===== config.mk =====
export PLATFORM = sky130hd
export DESIGN_NAME = wb_burst_master
export DESIGN_NICKNAME = d
export VERILOG_FILES = /design/src/rtl/wb_master_pkg.sv /design/src/rtl/wb_ack_timer.sv /design/src/rtl/wb_burst_master.sv
export SDC_FILE = /design/constraint.sdc
export NUM_CORES = 1
export LEC_CHECK = 0
export CAP_MARGIN = 20
export CORE_UTILIZATION = 41
export CTS_CLUSTER_DIAMETER = 50
export DETAILED_ROUTE_END_ITERATION = 8
export HOLD_SLACK_MARGIN = 0.02
export PLACE_DENSITY_LB_ADDON = 0.12
export SYNTH_ARGS = -nofsm -noshare
export SYNTH_HDL_FRONTEND = slang
export SYNTH_SLANG_ARGS = --single-unit

===== constraint.sdc =====
create_clock -name wb_clk_i -period 4.8 [get_ports wb_clk_i]
set_clock_uncertainty 0.2 [all_clocks]
set_input_delay 1.2 -clock wb_clk_i [delete_from_list [all_inputs] [get_ports wb_clk_i]]
set_output_delay 1.2 -clock wb_clk_i [all_outputs]
set_load 0.005 [all_outputs]

===== src/rtl/wb_master_pkg.sv =====
// Shared definitions for the Wishbone burst master.
//   state_t  : controller states (idle / burst in progress)
//   CTI_*    : Wishbone cycle type identifier encodings
//   BYTE_INC : byte-address step per beat for the default 32-bit bus
//   byte_inc : byte-address step per beat for an arbitrary bus width
//   cti_for  : cycle type for a given beat index within a burst
package wb_master_pkg;

  typedef enum logic {
    ST_IDLE  = 1'b0,
    ST_BURST = 1'b1
  } state_t;

  localparam logic [2:0] CTI_CLASSIC = 3'b000;
  localparam logic [2:0] CTI_INCR    = 3'b010;
  localparam logic [2:0] CTI_EOB     = 3'b111;

  localparam int unsigned DW_DEFAULT = 32;
  localparam int unsigned BYTE_INC   = DW_DEFAULT / 8;

  function automatic int unsigned byte_inc(input int unsigned dw);
    return dw / 8;
  endfunction

  // Single-beat commands are classic cycles; bursts are incrementing
  // with the last beat flagged as end-of-burst.
  function automatic logic [2:0] cti_for(input logic [7:0] beat, input logic [7:0] len);
    if (len == 8'd0)     return CTI_CLASSIC;
    else if (beat == len) return CTI_EOB;
    else                 return CTI_INCR;
  endfunction

endpackage


===== src/rtl/wb_ack_timer.sv =====
// Acknowledge watchdog for the Wishbone burst master.
//   clk_i, rst_i : clock, asynchronous active-high reset
//   clr_i        : restart the count (ack received or no cycle active)
//   en_i         : count this cycle (strobe waiting without ack)
//   expire_o     : high in the cycle the wait reaches TIMEOUT cycles
module wb_ack_timer
  import wb_master_pkg::*;
#(
  parameter int unsigned TIMEOUT = 256
) (
  input  logic clk_i,
  input  logic rst_i,
  input  logic clr_i,
  input  logic en_i,
  output logic expire_o
);

  localparam int unsigned CW = $clog2(TIMEOUT + 1);

  logic [CW-1:0] cnt_q, cnt_d;

  // The TIMEOUT-th waiting cycle is the one whose count already holds
  // TIMEOUT-1, so the strobe is dropped after exactly TIMEOUT cycles.
  assign expire_o = en_i && (cnt_q == CW'(TIMEOUT - 1));

  always_comb begin
    cnt_d = cnt_q;
    if (clr_i) cnt_d = '0;
    else if (en_i) cnt_d = cnt_q + CW'(1);
  end

  always_ff @(posedge clk_i or posedge rst_i) begin
    if (rst_i) cnt_q <= '0;
    else       cnt_q <= cnt_d;
  end

endmodule


===== src/rtl/wb_burst_master.sv =====
// Wishbone initiator turning command/data streams into classic and
// incrementing-burst cycles toward the SDRAM controller.
//   wb_clk_i, wb_rst_i       : clock, asynchronous active-high reset
//   sdr_init_done            : gates acceptance of new commands
//   cmd_valid/ready/we/addr/len : command stream (len = beats - 1)
//   wdat_valid/ready, wdat   : write-data stream
//   rdat_valid, rdat         : read-data stream, no backpressure
//   done, timeout_err        : one-cycle completion / abort pulses
//   wb_*                     : Wishbone initiator bus
module wb_burst_master
  import wb_master_pkg::*;
#(
  parameter int unsigned AW      = 26,
  parameter int unsigned DW      = 32,
  parameter int unsigned TIMEOUT = 256
) (
  input  logic            wb_clk_i,
  input  logic            wb_rst_i,
  input  logic            sdr_init_done,
  input  logic            cmd_valid,
  output logic            cmd_ready,
  input  logic            cmd_we,
  input  logic [AW-1:0]   cmd_addr,
  input  logic [7:0]      cmd_len,
  input  logic            wdat_valid,
  output logic            wdat_ready,
  input  logic [DW-1:0]   wdat,
  output logic            rdat_valid,
  output logic [DW-1:0]   rdat,
  output logic            done,
  output logic            timeout_err,
  output logic            wb_cyc_o,
  output logic            wb_stb_o,
  output logic            wb_we_o,
  output logic [AW-1:0]   wb_addr_o,
  output logic [DW-1:0]   wb_dat_o,
  output logic [DW/8-1:0] wb_sel_o,
  output logic [2:0]      wb_cti_o,
  input  logic            wb_ack_i,
  input  logic [DW-1:0]   wb_dat_i
);

  localparam int unsigned INC = byte_inc(DW);

  state_t            state_q, state_d;
  logic              we_q, we_d;
  logic [AW-1:0]     addr_q, addr_d;
  logic [7:0]        len_q, len_d;
  logic [7:0]        cnt_q, cnt_d;
  logic              cyc_q, cyc_d;
  logic              stb_q, stb_d;
  logic [DW-1:0]     dat_q, dat_d;
  logic [DW/8-1:0]   sel_q, sel_d;
  logic [2:0]        cti_q, cti_d;
  logic              done_q, done_d;
  logic              terr_q, terr_d;
  logic              rvld_q, rvld_d;
  logic [DW-1:0]     rdat_q, rdat_d;
  logic              ack;
  logic              last_beat;
  logic              expire;

  // Acks arriving while the strobe is low do not belong to any beat.
  assign ack       = wb_ack_i & stb_q;
  assign last_beat = (cnt_q == len_q);

  assign cmd_ready  = (state_q == ST_IDLE) & sdr_init_done;
  // The final ack must not pull in a beat that has no slot in this burst.
  assign wdat_ready = (state_q == ST_BURST) & we_q & (~stb_q | (ack & ~last_beat));

  wb_ack_timer #(.TIMEOUT(TIMEOUT)) u_timer (
    .clk_i    (wb_clk_i),
    .rst_i    (wb_rst_i),
    .clr_i    (ack | ~cyc_q),
    .en_i     (stb_q & ~wb_ack_i),
    .expire_o (expire)
  );

  always_comb begin
    state_d = state_q;
    we_d    = we_q;
    addr_d  = addr_q;
    len_d   = len_q;
    cnt_d   = cnt_q;
    cyc_d   = cyc_q;
    stb_d   = stb_q;
    dat_d   = dat_q;
    cti_d   = cti_q;
    done_d  = 1'b0;
    terr_d  = 1'b0;
    rvld_d  = ack & ~we_q;
    rdat_d  = (ack & ~we_q) ? wb_dat_i : rdat_q;

    case (state_q)
      ST_IDLE: begin
        if (cmd_valid && cmd_ready) begin
          state_d = ST_BURST;
          we_d    = cmd_we;
          addr_d  = cmd_addr;
          len_d   = cmd_len;
          cnt_d   = 8'd0;
          cyc_d   = 1'b1;
          // Writes wait for their first data beat before strobing.
          stb_d   = ~cmd_we;
          cti_d   = cti_for(8'd0, cmd_len);
        end
      end
      ST_BURST: begin
        if (ack) begin
          if (last_beat) begin
            state_d = ST_IDLE;
            cyc_d   = 1'b0;
            stb_d   = 1'b0;
            done_d  = 1'b1;
            cti_d   = CTI_CLASSIC;
          end else begin
            cnt_d  = cnt_q + 8'd1;
            addr_d = addr_q + AW'(INC);
            cti_d  = cti_for(cnt_q + 8'd1, len_q);
            if (we_q) begin
              // No pending beat: drop strobe, keep the cycle (wait state).
              stb_d = wdat_valid;
              if (wdat_valid) dat_d = wdat;
            end else begin
              stb_d = 1'b1;
            end
          end
        end else if (expire) begin
          state_d = ST_IDLE;
          cyc_d   = 1'b0;
          stb_d   = 1'b0;
          terr_d  = 1'b1;
          cti_d   = CTI_CLASSIC;
        end else if (wdat_valid && wdat_ready) begin
          stb_d = 1'b1;
          dat_d = wdat;
        end
      end
      default: state_d = ST_IDLE;
    endcase

    sel_d = cyc_d ? '1 : '0;
  end

  always_ff @(posedge wb_clk_i or posedge wb_rst_i) begin
    if (wb_rst_i) begin
      state_q <= ST_IDLE;
      we_q    <= 1'b0;
      addr_q  <= '0;
      len_q   <= 8'd0;
      cnt_q   <= 8'd0;
      cyc_q   <= 1'b0;
      stb_q   <= 1'b0;
      dat_q   <= '0;
      sel_q   <= '0;
      cti_q   <= CTI_CLASSIC;
      done_q  <= 1'b0;
      terr_q  <= 1'b0;
      rvld_q  <= 1'b0;
      rdat_q  <= '0;
    end else begin
      state_q <= state_d;
      we_q    <= we_d;
      addr_q  <= addr_d;
      len_q   <= len_d;
      cnt_q   <= cnt_d;
      cyc_q   <= cyc_d;
      stb_q   <= stb_d;
      dat_q   <= dat_d;
      sel_q   <= sel_d;
      cti_q   <= cti_d;
      done_q  <= done_d;
      terr_q  <= terr_d;
      rvld_q  <= rvld_d;
      rdat_q  <= rdat_d;
    end
  end

  assign wb_cyc_o    = cyc_q;
  assign wb_stb_o    = stb_q;
  assign wb_we_o     = we_q;
  assign wb_addr_o   = addr_q;
  assign wb_dat_o    = dat_q;
  assign wb_sel_o    = sel_q;
  assign wb_cti_o    = cti_q;
  assign done        = done_q;
  assign timeout_err = terr_q;
  assign rdat_valid  = rvld_q;
  assign rdat        = rdat_q;

endmodule

==> results.cfg <==
[logic_synthesis]
synth.distinct_cells = 51
ys_seq_area_share_pct = 51.1
avgSynthCellArea_um2 = 9.77
async_reset_ff_share_pct = 100
synthCells = 622
synth_seq_cells = 124
synth-edff-count = 0
ys_warn_count = 0
syn_area_mm2 = 0.00608
synthFlopType = dfrtp_1
synthesis.nets = 731

[min_path]
min_from = rdat[14]
hold_depth = 2
hold_path.class = register to register
whs_endpoint = rdat[14]

[critical_path]
crit_start = wb_ack_i
endpoint_kind = output port
ff2ff_path_depth = 10
critPathLaunchType = primary input
cp_max_fo = 2
r2r-end = wb_cti_o[0]
r2r-start = u_timer.cnt_q[0]
critical_path_class = primary input to output port
critPathArrivalTime_ns = 2.50
worstPathRequired_ns = 3.40
r2r_setup_slack_ns = 2.08

[clocking]
path_clk_slew_ns = 0.05
ctsHtreeMaxLevel = 4
cts_tree = yes
clock_sinks = 124
numCtsBuffers = 17
clockRootBuffer = clkbuf_16
cts_hold_buf = 0
postCtsSetupBuffers = 0
cts-resized-gates = 0
clock_latency_ns = 0.41
ctsLongestPathBuffers = 2

[routing]
firstDrtPassIters = 5
ant_nets = 0
wire_per_inst_um = 15.5
drt_iter0_markers = 297
drc_errors = 0
vias = 5294
drt-total-wl_um = 15700
viasPerCell = 5.23

[floorplanning]
die_h_um = 124
ios = 210
die_x_um = 124
core_area_mm2 = 0.0145
row_count = 44
die_area_mm2 = 0.0153
start_util_pct = 42.0

[pwr]
vdd_drop_max_v = 0.000379
powerDensity_mw_per_mm2 = 623
leakage_nw = 3.86

[layout]
diodes = 0
fin_nets = 924
fin_util_pct = 61.2
drive_gt1_share_pct = 9.30
area_delta_synth_final_pct = 45.8

[sta]
hold_viol = 0
slew_headroom_pct = 35.9
max_freq_mhz = 256
tns_ns = 0
period_share_pct = 81.2
tightest_slew_ns = 0.961
finalMaxSlewViolations = 0
fin_crit_ns = 3.90
setup_violations = 0
rsz0062_at_grt = false

[global_route]
grt_pass1_vias = 4950
grt_max_degree = 79
grt.overflow.total = 0
antenna_found_initial = 0
grtUsageTotal_pct = 20.7
grt_pass1_wl_um = 24500

[flow_run]
drv_cap = 0

[placed_design]
place.gp.congestion = 0.836
port_buffers = 209
hpwl_um = 10800

[outcome]
status = complete, no violations
==> worst max path at each step <==
stage            endpoint  cells past startpoint
4_1_cts        wdat_ready                      5
3_3_place_gp   wdat_ready                      4
5_1_grt        wdat_ready                      5
2_1_floorplan    cnt_q[0]                      1
3_5_place_dp   wdat_ready                      4
6_report       wdat_ready                      4
==> per-stage QoR <==
| step | total power [mW] | cells | cell area [µm²] | hold slack, ns | setup slack [ns] |
|---|---|---|---|---|---|
| floorplan | 3.06 | 622 | 6080 | 0.270 | 0.101 |
| global placement | 4.19 | 980 | 8270 | 0.257 | 0.939 |
| detailed placement | 4.26 | 980 | 8270 | 0.261 | 0.923 |
| CTS | 5.58 | 1012 | 8860 | 0.275 | 0.890 |
| global route | 5.92 | 1012 | 8860 | 0.298 | 0.774 |
| finish | 5.52 | 1012 | 8860 | 0.272 | 0.901 |
==> critical path, cell delays in order <==
cell and delay (ns):
clkdlybuf4s50_1 0.51, o21ai_2 0.10, a21oi_1 0.17, clkdlybuf4s50_1 0.52
==> final cells by class <==
type                       count  area [µm²]
fill                        1183        5620
inverter                      12        47.5
clock buffer                  21         450
tap                          184         230
timing repair buffer         215        2150
multi-input combinational    445        2740
clock inverter                11         144
sequential                   124        3100
==> routing by layer <==
layer / GRT usage [%] / vias up / part of all wire, %
met5: 0 / - / 0
met4: 8.66 / 0 / 1.9
met3: 4.35 / 21 / 6.5
met2: 32.5 / 199 / 46
met1: 27.7 / 2524 / 46
li1: - / 2550 / -
==> report_power, final <==
part / switching [mW] / internal (mW) / leakage, nW
clock: 0.460 / 0.828 / 0.291
sequential: 0.416 / 1.50 / 1.52
combinational: 0.958 / 1.36 / 2.05
==> layout by cell type (no fill, tap or decap), types with 3 or more instances in the layout <==
cell type	n
and3_1	11
mux2_4	30
ha_1	4
clkinv_4	3
dfrtp_1	123
nor3b_1	4
and4_1	5
buf_4	5
a31oi_1	5
o22a_1	5
clkdlybuf4s50_1	209
inv_1	11
bufinv_16	3
nand4_1	10
and2_1	11
nand3_1	19
mux2_2	3
o21ai_0	19
clkinv_2	4
a221o_1	3
nand2b_1	3
nor2_1	14
nor2b_1	8
clkbuf_16	17
o32ai_1	3
o2bb2a_1	7
xnor2_1	7
xor2_1	6
o22ai_1	16
mux2i_1	8
nor4_1	7
nor3_1	5
nand2_1	167
clkbuf_1	3
o211ai_1	3
a21oi_1	40
==> Yosys cell counts, types with 4 or more instances <==
cell	number	area [µm²]
nor3b_1	4	30.0
inv_1	12	45.0
buf_4	5	37.5
nand2_1	167	627
o22ai_1	16	100
and2_1	11	68.8
o2bb2a_1	7	70.1
a31oi_1	6	37.5
dfrtp_1	124	3100
buf_2	4	20.0
and3_1	11	68.8
clkbuf_1	22	82.6
nor2b_1	8	50.1
mux2_4	30	450
xor2_1	6	52.6
o21ai_0	19	95.1
mux2i_1	8	80.1
nor4_1	7	43.8
nor2_1	14	52.6
and4_1	5	43.8
ha_1	4	50.1
o22a_1	5	43.8
buf_1	6	22.5
nand3_1	19	95.1
nor3_1	5	25.0
a21oi_1	40	200
xnor2_1	7	61.3
nand4_1	10	62.6
buf_6	4	45.0
==> sequential cells by signal (all words and copies together) (netlist names) <==
register,flops
rdat_valid,1
wb_we_o,1
state_q,1
wb_stb_o,1
wb_cti_o,2
wb_sel_o,1
u_timer.cnt_q,9
timeout_err,1
len_q,8
rdat,32
wb_addr_o,26
cnt_q,8
done,1
wb_dat_o,32
==> cell families (layout without fill, tap and decap cells) <==
| kind of cell | after synthesis | in the layout | share of synthesized area, % |
|---|---|---|---|
| buffers and inverters | 53 | 259 | 4.16 |
| muxes | 41 | 41 | 9.29 |
| DFF | 124 | 124 | 51.1 |
| adders and majority gates | 4 | 4 | 0.824 |
| AOI/OAI and AO/OA | 116 | 116 | 12.3 |
| xor gates and xnor gates | 13 | 13 | 1.87 |
| and+or+nand+nor | 271 | 271 | 20.5 |
Note: power is estimated with default switching activity, not from simulation.
